**config.mk**
```make
export PLATFORM = sky130hd
export DESIGN_NAME = mem_arbiter_flat
export DESIGN_NICKNAME = d
export VERILOG_FILES = /design/src/rtl/mem_arbiter_if.sv /design/src/rtl/mem_arbiter.sv /design/src/flat_wrapper.sv
export SDC_FILE = /design/constraint.sdc
export NUM_CORES = 1
export LEC_CHECK = 0
export CORE_MARGIN = 10
export CORE_UTILIZATION = 46
export DETAILED_ROUTE_END_ITERATION = 8
export PLACE_DENSITY = 0.86
export SYNTH_ARGS = -nofsm -noshare
export SYNTH_HDL_FRONTEND = slang
export SYNTH_SLANG_ARGS = --single-unit
```
**constraint.sdc**
```tcl
create_clock -name clock -period 3.65 [get_ports clock]
set_clock_uncertainty 0.15 [all_clocks]
set_input_delay 0.9125 -clock clock [delete_from_list [all_inputs] [get_ports clock]]
set_output_delay 0.9125 -clock clock [all_outputs]
set_load 0.01 [all_outputs]
```
**src/rtl/mem_arbiter_if.sv**
```systemverilog
// Bundle of the fetch port, data port and shared-memory signals around mem_arbiter.
// The arbiter takes the slave view; the requesters and memory take the master view.
interface mem_arbiter_if #(
    parameter int DATA_W = 16,
    parameter int ADDR_W = 8
);
    logic              i_req;
    logic [ADDR_W-1:0] i_addr;
    logic [DATA_W-1:0] i_rdata;
    logic              i_ack;
    logic              d_req;
    logic              d_we;
    logic [ADDR_W-1:0] d_addr;
    logic [DATA_W-1:0] d_wdata;
    logic [DATA_W-1:0] d_rdata;
    logic              d_ack;
    logic              m_en;
    logic              m_we;
    logic [ADDR_W-1:0] m_addr;
    logic [DATA_W-1:0] m_wdata;
    logic [DATA_W-1:0] m_rdata;
    logic              busy;

    modport slave (
        input  i_req, i_addr, d_req, d_we, d_addr, d_wdata, m_rdata,
        output i_rdata, i_ack, d_rdata, d_ack, m_en, m_we, m_addr, m_wdata, busy
    );

    modport master (
        output i_req, i_addr, d_req, d_we, d_addr, d_wdata, m_rdata,
        input  i_rdata, i_ack, d_rdata, d_ack, m_en, m_we, m_addr, m_wdata, busy
    );
endinterface

```
**src/rtl/mem_arbiter.sv**
```systemverilog
// Serialises fetch and data accesses onto one single-port memory, data first with fetch anti-starvation.
// Define MEMARB_PERF_EN to add saturating grant/conflict counters.
module mem_arbiter #(
    parameter int DATA_W       = 16,
    parameter int ADDR_W       = 8,
    parameter int MEM_LAT      = 1,
    parameter int STARVE_LIMIT = 2
) (
    input  logic         clock,
    input  logic         reset,
    mem_arbiter_if.slave bus
`ifdef MEMARB_PERF_EN
    ,
    output logic [15:0]  i_grant_cnt,
    output logic [15:0]  d_grant_cnt,
    output logic [15:0]  conflict_cnt
`endif
);
    localparam int LAT_W    = (MEM_LAT < 2) ? 1 : $clog2(MEM_LAT + 1);
    localparam int STARVE_W = (STARVE_LIMIT < 2) ? 1 : $clog2(STARVE_LIMIT + 1);

    typedef enum logic [1:0] {IDLE = 2'd0, ISSUE = 2'd1, WAIT = 2'd2, DONE = 2'd3} state_t;
    typedef enum logic [1:0] {OWN_NONE = 2'd0, OWN_I = 2'd1, OWN_D = 2'd2} owner_t;

    state_t              state_r;
    owner_t              owner_r;
    logic                we_r;
    logic [LAT_W-1:0]    lat_cnt_r;
    logic [STARVE_W-1:0] starve_r;
    logic                starved_s;
    logic                grant_i_s;
    logic                grant_d_s;

    // Arbitration decision for the current IDLE cycle
    always_comb begin
        starved_s = (starve_r >= STARVE_W'(STARVE_LIMIT));
        grant_i_s = 1'b0;
        grant_d_s = 1'b0;
        if (bus.i_req && bus.d_req) begin
            grant_i_s = starved_s;
            grant_d_s = !starved_s;
        end else begin
            grant_i_s = bus.i_req;
            grant_d_s = bus.d_req;
        end
    end

    // Access sequencer: IDLE -> ISSUE -> (WAIT) -> DONE, all outputs registered
    always_ff @(posedge clock) begin
        if (reset) begin
            state_r     <= IDLE;
            owner_r     <= OWN_NONE;
            we_r        <= 1'b0;
            lat_cnt_r   <= LAT_W'(0);
            starve_r    <= STARVE_W'(0);
            bus.m_en    <= 1'b0;
            bus.m_we    <= 1'b0;
            bus.m_addr  <= ADDR_W'(0);
            bus.m_wdata <= DATA_W'(0);
            bus.i_rdata <= DATA_W'(0);
            bus.d_rdata <= DATA_W'(0);
            bus.i_ack   <= 1'b0;
            bus.d_ack   <= 1'b0;
            bus.busy    <= 1'b0;
        end else begin
            case (state_r)
                IDLE: begin
                    bus.i_ack <= 1'b0;
                    bus.d_ack <= 1'b0;
                    if (grant_d_s) begin
                        owner_r     <= OWN_D;
                        we_r        <= bus.d_we;
                        bus.m_en    <= 1'b1;
                        bus.m_we    <= bus.d_we;
                        bus.m_addr  <= bus.d_addr;
                        bus.m_wdata <= bus.d_wdata;
                        bus.busy    <= 1'b1;
                        state_r     <= ISSUE;
                        // fetch lost this round: count towards forcing it through
                        if (bus.i_req && !starved_s) begin
                            starve_r <= starve_r + STARVE_W'(1);
                        end else begin
                            starve_r <= starve_r;
                        end
                    end else if (grant_i_s) begin
                        owner_r     <= OWN_I;
                        we_r        <= 1'b0;
                        bus.m_en    <= 1'b1;
                        bus.m_we    <= 1'b0;
                        bus.m_addr  <= bus.i_addr;
                        bus.m_wdata <= DATA_W'(0);
                        bus.busy    <= 1'b1;
                        starve_r    <= STARVE_W'(0);
                        state_r     <= ISSUE;
                    end else begin
                        state_r <= IDLE;
                    end
                end
                ISSUE: begin
                    bus.m_en <= 1'b0;
                    bus.m_we <= 1'b0;
                    if (we_r) begin
                        bus.d_ack <= (owner_r == OWN_D);
                        bus.i_ack <= (owner_r == OWN_I);
                        state_r   <= DONE;
                    end else begin
                        lat_cnt_r <= LAT_W'(MEM_LAT);
                        state_r   <= WAIT;
                    end
                end
                WAIT: begin
                    if (lat_cnt_r == LAT_W'(1)) begin
                        if (owner_r == OWN_D) begin
                            bus.d_rdata <= bus.m_rdata;
                        end else begin
                            bus.i_rdata <= bus.m_rdata;
                        end
                        bus.d_ack <= (owner_r == OWN_D);
                        bus.i_ack <= (owner_r == OWN_I);
                        state_r   <= DONE;
                    end else begin
                        lat_cnt_r <= lat_cnt_r - LAT_W'(1);
                    end
                end
                DONE: begin
                    bus.i_ack <= 1'b0;
                    bus.d_ack <= 1'b0;
                    bus.busy  <= 1'b0;
                    owner_r   <= OWN_NONE;
                    state_r   <= IDLE;
                end
                default: begin
                    bus.m_en  <= 1'b0;
                    bus.m_we  <= 1'b0;
                    bus.i_ack <= 1'b0;
                    bus.d_ack <= 1'b0;
                    bus.busy  <= 1'b0;
                    owner_r   <= OWN_NONE;
                    state_r   <= IDLE;
                end
            endcase
        end
    end

`ifdef MEMARB_PERF_EN
    // Saturating grant and conflict counters, sampled only in IDLE
    always_ff @(posedge clock) begin
        if (reset) begin
            i_grant_cnt  <= 16'd0;
            d_grant_cnt  <= 16'd0;
            conflict_cnt <= 16'd0;
        end else if (state_r == IDLE) begin
            if (grant_i_s && (i_grant_cnt != 16'hFFFF)) begin
                i_grant_cnt <= i_grant_cnt + 16'd1;
            end
            if (grant_d_s && (d_grant_cnt != 16'hFFFF)) begin
                d_grant_cnt <= d_grant_cnt + 16'd1;
            end
            if (bus.i_req && bus.d_req && (conflict_cnt != 16'hFFFF)) begin
                conflict_cnt <= conflict_cnt + 16'd1;
            end
        end else begin
            conflict_cnt <= conflict_cnt;
        end
    end
`endif
endmodule

```
**src/flat_wrapper.sv**
```systemverilog
// flat-port wrapper written by rule: the top's interface ports become plain ports
module mem_arbiter_flat 
#(
    parameter int DATA_W       = 16,
    parameter int ADDR_W       = 8,
    parameter int MEM_LAT      = 1,
    parameter int STARVE_LIMIT = 2
)
  (clock, reset, bus_i_req, bus_i_addr, bus_d_req, bus_d_we, bus_d_addr, bus_d_wdata, bus_m_rdata, bus_i_rdata, bus_i_ack, bus_d_rdata, bus_d_ack, bus_m_en, bus_m_we, bus_m_addr, bus_m_wdata, bus_busy);
  mem_arbiter_if #(.DATA_W(DATA_W), .ADDR_W(ADDR_W)) bus_i ();
  input  logic clock;
  input  logic reset;
  input wire logic [$bits(bus_i.i_req)-1:0] bus_i_req;
  input wire logic [$bits(bus_i.i_addr)-1:0] bus_i_addr;
  input wire logic [$bits(bus_i.d_req)-1:0] bus_d_req;
  input wire logic [$bits(bus_i.d_we)-1:0] bus_d_we;
  input wire logic [$bits(bus_i.d_addr)-1:0] bus_d_addr;
  input wire logic [$bits(bus_i.d_wdata)-1:0] bus_d_wdata;
  input wire logic [$bits(bus_i.m_rdata)-1:0] bus_m_rdata;
  output wire logic [$bits(bus_i.i_rdata)-1:0] bus_i_rdata;
  output wire logic [$bits(bus_i.i_ack)-1:0] bus_i_ack;
  output wire logic [$bits(bus_i.d_rdata)-1:0] bus_d_rdata;
  output wire logic [$bits(bus_i.d_ack)-1:0] bus_d_ack;
  output wire logic [$bits(bus_i.m_en)-1:0] bus_m_en;
  output wire logic [$bits(bus_i.m_we)-1:0] bus_m_we;
  output wire logic [$bits(bus_i.m_addr)-1:0] bus_m_addr;
  output wire logic [$bits(bus_i.m_wdata)-1:0] bus_m_wdata;
  output wire logic [$bits(bus_i.busy)-1:0] bus_busy;
  assign bus_i.i_req = bus_i_req;
  assign bus_i.i_addr = bus_i_addr;
  assign bus_i.d_req = bus_d_req;
  assign bus_i.d_we = bus_d_we;
  assign bus_i.d_addr = bus_d_addr;
  assign bus_i.d_wdata = bus_d_wdata;
  assign bus_i.m_rdata = bus_m_rdata;
  assign bus_i_rdata = bus_i.i_rdata;
  assign bus_i_ack = bus_i.i_ack;
  assign bus_d_rdata = bus_i.d_rdata;
  assign bus_d_ack = bus_i.d_ack;
  assign bus_m_en = bus_i.m_en;
  assign bus_m_we = bus_i.m_we;
  assign bus_m_addr = bus_i.m_addr;
  assign bus_m_wdata = bus_i.m_wdata;
  assign bus_busy = bus_i.busy;
  mem_arbiter #(.DATA_W(DATA_W), .ADDR_W(ADDR_W), .MEM_LAT(MEM_LAT), .STARVE_LIMIT(STARVE_LIMIT)) u_core (.clock(clock), .reset(reset), .bus(bus_i));
endmodule
```
======== Word level (Yosys, flattened, before mapping) ========
Cells that the tools add are included.
word-level totals
  bits in registers ....................... 69
  bits in latches ......................... 0
  memory bits (writable) .................. 0
  bits in read-only memories .............. 0
  input bits .............................. 53
  output and inout bits ................... 61
  memories ................................ 0
operators by class
  add/sub/neg operators ................... 2
  multiply operators ...................... 0
  div/mod/pow operators ................... 0
  $lt $le $gt $ge ......................... 1
  eq/ne operators ......................... 10
  shifts and indexed selects .............. 0
  multiplexer cells ....................... 33
  bitwise operators ....................... 1
  reduce and logical (&&, ||, !) cells .... 17
operator list
  cell                                                                      number
  16-bit two-way mux                                                        2
  8-bit two-way mux                                                         2
  1-bit two-way mux                                                         14
  2-bit two-way mux                                                         7
  2-bit AND reduction                                                       5
  3-bit AND reduction                                                       3
  1-bit case mux with 2 select lines                                        4
  2-bit case mux with 4 select lines                                        1
  2-bit nonzero test                                                        4
  2-bit equality test (second input constant)                               3
  1-bit case mux with 3 select lines                                        2
  2-bit by 1-bit equality test with 1-bit output (second input constant)    2
  2-bit by 1-bit inequality test with 1-bit output (second input constant)  2
  2-bit inequality test (second input constant)                             2
  2-bit case mux with 2 select lines                                        1
  3-bit by 1-bit inequality test with 1-bit output (second input constant)  1
  2-bit by 1-bit adder with 2-bit output (second input constant)            1
  2-bit >= comparator (second input constant)                               1
  1-bit logical AND                                                         2
  2-bit logical NOT                                                         1
  2-bit OR reduction                                                        1
  1-bit logical NOT                                                         1
  1-bit NOT                                                                 1
  1-bit subtractor (second input constant)                                  1

======== Logic depth before layout (Yosys ltp) ========
Gate-level depths: netlist of run 1.
  word-level depth ........................ 5
  depth in mapped cells ................... 8
  gate-level depth less buffers ........... 5

======== Worst setup path before layout of run 1 ========
No wires, ideal clock.
  path type ............................... input-to-reg
  start point ............................. in reset
  end point ............................... reg u_core.bus.m_wdata[0]
  arrival ................................. 1.849 ns
  required time ........................... 3.441 ns
  setup slack ............................. 1.592 ns
  stages .................................. 4
  path through ............................ clkbuf_1 nor4b_4 buf_4 a22o_1
RTL lines
  item                    RTL line              text
  start: declaration      flat_wrapper.sv:12    input logic reset;
  end signal: assignment  mem_arbiter.sv:76     bus.m_wdata <= bus.d_wdata;
  end: declaration        mem_arbiter_if.sv:26  output i_rdata, i_ack, d_rdata, d_ack, m_en, m_we, m_addr, m_wdata, busy

======== Worst setup path in the final report of run 1 ========
  start point ............................. in bus_i_req
  end point ............................... reg u_core.bus.m_wdata[7]
between the ends
  cells in the longest elaborated chain, start to end .. 4
  elaborated cells between the ends (all ways) .. 6
  classes of those cells .................. 3 x mux; 3 x reduce/logical
RTL lines
  item                                  RTL line            text
  start: declaration                    flat_wrapper.sv:13  input wire logic [$bits(bus_i.i_req)-1:0] bus_i_req;
  1-bit logical AND                     mem_arbiter.sv:39   if (bus.i_req && bus.d_req) begin
  1-bit two-way mux                     mem_arbiter.sv:39
  2-bit nonzero test (no source line)   n/a
  2-bit AND reduction (no source line)  n/a
Parallel ways exist; a longest one is shown, timed or not.
A chain may end at the register's enable or synchronous reset.

==> run_results.csv, run 1 <==
group,metric,value,unit
synth,yosys.area_share.simple,17.59,%
cells_and_area,n_antenna_cell,0,
clocking,ctsHtreeMaxLevel,3,
synth,syn-mean-instance-area,8.799,um^2
clocking,cts_tree,"built",
cells_and_area,nNetsFinal,468,
clocking,clock_sinks,69,
pwr,p_int,1549,uW
timing,period_minus_slack,2559,ps
global_route,grt_pass1_vias,2586,
detailed_routing,routed_wl,8.823,mm
synth,syn_inst,308,
synth,synth_area,2710,um^2
placed_design,io_buffers,113,
setup_path,critical_path_buf_inv_count,1,
timing,grt_setup_unrepaired,"no",
clocking,cts_buffers,9,
detailed_routing,drt-initial-drc-count,179,
timing,setup_viol,0,
placed_design,dpl.hpwl,6.321,mm
global_route,grt_max_degree,33,
timing,period_share,70.11,%
timing,final_hold_viol_count,0,
pwr,power_frac_comb,35.0,%
setup_path,cp_max_fo,18,
global_route,grt_pass1_wl,13.74,mm
synth,synth_compound_area_share,23.68,%
hold_path,whs_endpoint,"u_core.bus.d_rdata[14]",
global_route,antenna_found_initial,0,
synth,synth_top_family_by_area,"compound AO/OA/AOI/OAI gates",
timing,tns,0,ps
pwr,p_per_area,586.2,nW/um^2
die,die_w,96.76,um
pwr,p_total,2349,uW
synth,synth_nets,366,
setup_path,r2r_start,"u_core.state_r[1]",
cells_and_area,final_util,71.44,%
pwr,vdd_drop_max,0.0003272,V
clocking,cts_resized,0,
synth,synth_ff_type,"dfxtp_1",
hold_path,hold_path.class,"reg2reg",
global_route,overflow,0,
hold_path,hp-start,"u_core.bus.d_rdata[14]",
setup_path,reg2reg_depth,5,
die,start_util,48.33,%
die,ios,114,
setup_path,crit_family,"compound AO/OA/AOI/OAI gates",
setup_path,crit_start,"bus_i_req",
detailed_routing,wl_per_cell,18.12,um
setup_path,path_class,"in2reg",
setup_path,slowest_delay,600,ps
synth,synth_xor_xnor_area_share,0,%
synth,async_flop_share,0,%
timing,max_freq,0.3908,GHz
detailed_routing,drc,0,
setup_path,cp.depth,4,
hold_path,min_path_cells,2,
outcome,outcome,"completed",
pwr,p_switching,800.0,uW
synth,yosysUniqueCellTypes,31,
pwr,clkPwrFrac,24.0,%
clocking,clock_path_buffers,2,
clocking,root_buffer,"clkbuf_8",
pwr,p_sw_share,34.06,%
synth,yosys_warnings,0,
job,max-cap-violations,0,
setup_path,slowest_stage,"nor2_2",
synth,synth_edf_count,0,
die,dieHeight,96.76,um
detailed_routing,firstDrtPassIters,7,
synth,ys_ff_latch,69,
die,core,5608,um^2
placed_design,globalplace.congestion,0.7898,
die,rows,27,
timing,timing.hold.ws,306.8,ps
clocking,postCtsHoldBufs,0,
setup_path,end_kind,"flop",
timing,tightest_slew,747.3,ps
clocking,clk_latency,340,ps
detailed_routing,vias_per_cell,5.559,
setup_path,cp.arrival,2690,ps
synth,synthMuxAreaShare,0,%
detailed_routing,vias,2707,
timing,drv_slew,0,
die,dieArea,9362,um^2
timing,relSlewSlack,49.91,%
synth,ys_seq_area_share,50.97,%
detailed_routing,ant_nets,0,
setup_path,path_cells,"clkdlybuf4s50_1, o21a_1, nor2_2, a22o_1",
synth,synthAdderAreaFrac,2.308,%
global_route,grtUsageTotal,17.62,%
cells_and_area,finalNonFillerCells,487,
pwr,leakage,0.001402,uW
cells_and_area,syn_to_final_growth,47.83,%
pwr,seqPwrFrac,41.0,%
setup_path,reg2reg_setup_slack,1460,ps
cells_and_area,drive_above_1_share,5.301,%
setup_path,required,3780,ps
clocking,clk_pin_slew_worst_paths,70,ps
clocking,post-cts-setup-buffers,0,
setup_path,rr_endpoint,"u_core.bus.m_wdata[7]",
placed_design,placed_cells,471,
setup_path,startpoint_type,"input port",
## cells by family (layout without fill, tap and decap cells)
family	count (synthesis)	count (layout)
fa+ha+maj	5	5
simple gates	96	96
buf+inv	31	138
compound gates	107	107
flops	69	69
## registers in the layout (all words and copies together) (netlist names)
name,cells
u_core.bus.busy,1
u_core.bus.m_wdata,16
u_core.state_r,2
u_core.we_r,1
u_core.owner_r,2
u_core.bus.d_rdata,16
u_core.starve_r,2
u_core.bus.i_ack,1
u_core.bus.m_en,1
u_core.bus.i_rdata,16
u_core.bus.m_addr,8
u_core.bus.m_we,1
u_core.lat_cnt_r,1
u_core.bus.d_ack,1
## metrics by stage
| stage | worst slack [ps] | cell area, um^2 |
|---|---|---|
| detailed placement | 755.9 | 3827 |
| global placement | 886.9 | 3827 |
| floorplan | 1592 | 2710 |
| finish | 1091 | 4006 |
| global route | 972.6 | 4006 |
| CTS | 1112 | 4006 |
## final cells by class
cell class / count / area, um^2
fillers: 425 / 1602
flip-flops and latches: 69 / 1381
multi-input cells: 208 / 1181
repair buffers: 117 / 1156
clock buffers: 13 / 158.9
well taps: 72 / 90.09
clock inverters: 3 / 20.02
inverters: 5 / 18.77
## power groups by stage
stage / Sequential, uW / Combinational (uW) / Clock, uW
after floorplan: 1010 / 438 / 0
after global placement: 970 / 790 / 0
after detailed placement: 975 / 816 / 0
after CTS: 961 / 823 / 568
after global routing: 977 / 900 / 594
final: 963 / 821 / 564
## tightest hold or removal path, cell delays in order, from the launching register on
cell,delay [ps]
dfxtp_1,310
nand2_1,50
a21oi_1,50
## routing by layer
layer	wire, um	GRT usage [%]	part of all wire (%)	vias to the layer above
met5	0	0	0	-
met4	193	7.215	2.2	0
met3	459	4.755	5.2	14
met2	4402	29.50	50	98
met1	3767	20.69	43	1288
li1	-	-	-	1307
## placed cells by master (no fill, tap or decap)
| master | count |
|---|---|
| o21ai_0 | 32 |
| a311oi_1 | 8 |
| clkbuf_8 | 11 |
| nor3_1 | 1 |
| nor2_1 | 10 |
| clkinv_2 | 1 |
| and2_1 | 1 |
| or4_1 | 3 |
| buf_2 | 1 |
| a22o_1 | 16 |
| o211ai_1 | 1 |
| inv_1 | 4 |
| a2111o_1 | 1 |
| and4b_1 | 1 |
| clkinvlp_4 | 2 |
| nor2b_1 | 4 |
| nor2_2 | 1 |
| dfxtp_1 | 69 |
| and2b_1 | 1 |
| or3_1 | 1 |
| buf_4 | 4 |
| inv_2 | 1 |
| clkbuf_1 | 2 |
| nand2b_1 | 3 |
| nand4b_1 | 1 |
| nand2_1 | 39 |
| nor3b_1 | 1 |
| nand3_1 | 24 |
| nor4b_4 | 1 |
| ha_1 | 5 |
| nand4_1 | 4 |
| clkdlybuf4s50_1 | 112 |
| a21oi_1 | 46 |
| o21a_1 | 3 |
## synthesized netlist by cell type (all sizes together), types with 3 or more instances
cell type	n	area, um^2
a21oi	46	230.2
a22o	16	140.1
a311oi	8	70.07
buf	11	72.56
clkbuf	15	56.30
dfxtp	69	1381
ha	5	62.56
inv	5	18.76
nand2	39	146.4
nand2b	3	18.77
nand3	24	120.1
nand4	4	25.02
nor2	11	43.80
nor2b	4	25.02
o21a	3	22.52
o21ai	32	160.2
or4	3	22.52
## worst max path at each step
stage | to | slack, ps
6_report | u_core.bus.m_wdata[7] | 1090
4_1_cts | u_core.bus.m_wdata[7] | 1110
3_3_place_gp | u_core.bus.m_wdata[1] | 890
2_1_floorplan | u_core.bus.m_wdata[0] | 1590
5_1_grt | u_core.bus.m_wdata[7] | 970
3_5_place_dp | u_core.bus.m_wdata[15] | 760
Power figures use the tool's default switching activity.
==> inputs of run 2 (changes only) <==
--- a/config.mk
+++ b/config.mk
@@ -6,9 +6,9 @@
 export NUM_CORES = 1
 export LEC_CHECK = 0
 export CORE_MARGIN = 10
-export CORE_UTILIZATION = 46
+export CORE_UTILIZATION = 42
 export DETAILED_ROUTE_END_ITERATION = 8
-export PLACE_DENSITY = 0.86
+export PLACE_DENSITY = 0.79
 export SYNTH_ARGS = -nofsm -noshare
 export SYNTH_HDL_FRONTEND = slang
 export SYNTH_SLANG_ARGS = --single-unit
==> constraint.sdc (replaced) <==
create_clock -name clock -period 2.5 [get_ports clock]
set_clock_uncertainty 0.15 [all_clocks]
set_input_delay 0.625 -clock clock [delete_from_list [all_inputs] [get_ports clock]]
set_output_delay 0.625 -clock clock [all_outputs]
set_load 0.01 [all_outputs]
==> run 2 against run 1 <==
- first-iteration DRC count is 25% lower
- setup slack worse by 620 ps
- largest cell class unchanged
- total power is 61% higher
- critical endpoint is now u_core.bus.d_rdata[8]
- sequential share of layout area is 1.0 points lower
- critical path depth is 1 higher
- combinational power is 50% higher
- routed wire length is 3.5% lower
==> run_results.csv, run 2 (same netlist as run 1, synthesis figures left out) <==
group,metric,value,unit
outcome,outcome,"completed",
detailed_routing,wl_per_cell,17.14,um
job,max-cap-violations,0,
cells_and_area,nNetsFinal,473,
global_route,grt_max_degree,33,
cells_and_area,layout_commonest_cell,"clkdlybuf4s50_1",
setup_path,end_kind,"flop",
detailed_routing,routed_wl,8.518,mm
detailed_routing,firstDrtPassIters,4,
die,start_util,42.93,%
clocking,postCtsHoldBufs,0,
pwr,p_per_area,916.5,nW/um^2
placed_design,io_buffers,113,
detailed_routing,vias_per_cell,5.384,
global_route,grt_pass1_wl,13.67,mm
cells_and_area,top_regs,"u_core.bus.d_rdata: 16 flops, u_core.bus.i_rdata: 16 flops, u_core.bus.m_wdata: 16 flops",
die,die_w,100.3,um
detailed_routing,vias,2676,
die,dieHeight,100.3,um
setup_path,slowest_delay,640,ps
timing,tightest_slew,746.9,ps
placed_design,globalplace.congestion,0.8017,
detailed_routing,drc,0,
cells_and_area,drive_above_1_share,6.667,%
timing,period_minus_slack,2026,ps
setup_path,reg2reg_depth,5,
timing,final_hold_viol_count,0,
cells_and_area,fill_cells,515,
pwr,leakage,0.001471,uW
setup_path,path_class,"reg2reg",
clocking,clk_latency,330,ps
clocking,post-cts-setup-buffers,0,
clocking,clock_sinks,69,
clocking,cts_tree,"built",
timing,grt_setup_unrepaired,"no",
global_route,grtUsageTotal,16.59,%
cells_and_area,finalNonFillerCells,497,
setup_path,r2r_start,"u_core.state_r[0]",
setup_path,reg2reg_setup_slack,470,ps
timing,tns,0,ps
setup_path,required,2560,ps
placed_design,dpl.hpwl,6.131,mm
hold_path,whs_endpoint,"u_core.bus.d_rdata[10]",
clocking,cts_resized,0,
cells_and_area,final_cell_mix,"clkdlybuf4s50_1 (112), dfxtp_1 (69), a21oi_1 (46)",
cells_and_area,syn_to_final_growth,52.40,%
die,ios,114,
setup_path,slowest_stage,"nand4b_1",
setup_path,rr_endpoint,"u_core.bus.d_rdata[8]",
setup_path,path_cells,"inv_1, ha_1, nand4b_1, nand2_1, a21oi_1",
global_route,overflow,0,
setup_path,cp_max_fo,16,
hold_path,hold_path.class,"reg2reg",
hold_path,min_path_cells,2,
pwr,vdd_drop_max,0.0005274,V
clocking,cts_buffers,9,
die,rows,29,
global_route,grt_pass1_vias,2630,
clocking,ctsHtreeMaxLevel,3,
global_route,antenna_found_initial,0,
timing,period_share,81.05,%
hold_path,hp-start,"u_core.bus.d_rdata[10]",
die,dieArea,10070,um^2
clocking,clk_pin_slew_worst_paths,70,ps
detailed_routing,ant_nets,0,
clocking,root_buffer,"clkbuf_8",
placed_design,placed_cells,481,
setup_path,cp.arrival,2080,ps
timing,drv_slew,0,
timing,relSlewSlack,49.94,%
cells_and_area,n_antenna_cell,0,
timing,setup_viol,0,
clocking,clock_path_buffers,2,
detailed_routing,drt-initial-drc-count,134,
die,core,6314,um^2
timing,max_freq,0.4935,GHz
setup_path,startpoint_type,"flop",
==> run 2: cell types whose count changed in the layout (fill, tap and decap cells not counted) <==
cell | before | now
clkinv_2 | 1 | 0
clkbuf_1 | 2 | 1
clkinvlp_4 | 2 | 0
buf_4 | 4 | 9
bufinv_16 | 0 | 3
clkbuf_8 | 11 | 12
==> run 2: worst max path at each step <==
| stage | startpoint | endpoint | slack, ps | cells after the start |
|---|---|---|---|---|
| final | u_core.state_r[0] | u_core.bus.d_rdata[8] | 470 | 5 |
| after global routing | u_core.state_r[0] | u_core.bus.d_rdata[7] | 320 | 5 |
| after CTS | u_core.bus.d_rdata[1] | bus_d_rdata[1] | 470 | 1 |
| after detailed placement | bus_d_req | u_core.bus.m_addr[2] | 150 | 5 |
| after global placement | bus_d_req | u_core.bus.m_wdata[0] | 220 | 5 |
| after floorplan | reset | u_core.bus.m_wdata[0] | 730 | 4 |
==> run 2: per-stage QoR <==
stage | worst slack [ps] | hold WS, ps | util [%] | area [um^2] | power, uW
after global placement | 222.0 | 292.8 | 61.32 | 3871 | 2615
after floorplan | 729.4 | 294.3 | - | 2710 | 2109
after detailed placement | 145.1 | 297.1 | 61.32 | 3871 | 2643
final | 473.7 | 305.4 | 65.42 | 4130 | 3786
after CTS | 468.4 | 307.5 | 65.42 | 4130 | 3802
after global routing | 319.6 | 330.5 | 65.42 | 4130 | 3997
==> run 2: routing by layer <==
layer / up-vias / GRT usage (%) / share of wire (%)
met1: 1272 / 20.24 / 42
met4: 0 / 5.870 / 0.75
li1: 1308 / - / -
met5: - / 0 / 0
met3: 6 / 4.533 / 6.8
met2: 90 / 27.30 / 51
==> run 2: final cells by class <==
class	instances	area [um^2]	share of cell area [%]
Inverter	5	18.77	0.4544
Clock inverter	3	90.09	2.181
Clock buffer	13	168.9	4.090
Multi-Input combinational cell	208	1181	28.60
Timing Repair Buffer	122	1194	28.90
Sequential cell	69	1381	33.44
Tap cell	77	96.34	2.333
==> run 2: report_power, final <==
| group | switching (uW) | internal, uW | total [uW] |
|---|---|---|---|
| combinational | 634 | 600 | 1230 |
| sequential | 117 | 1280 | 1400 |
| clock | 407 | 746 | 1150 |
==> run 2: critical path, delay by kind of cell (launching register included) <==
family	cells	cell delay, ps
compound gates	1	100
buf+inv	1	100
fa+ha+maj	1	310
simple gates	2	910
flops	1	330
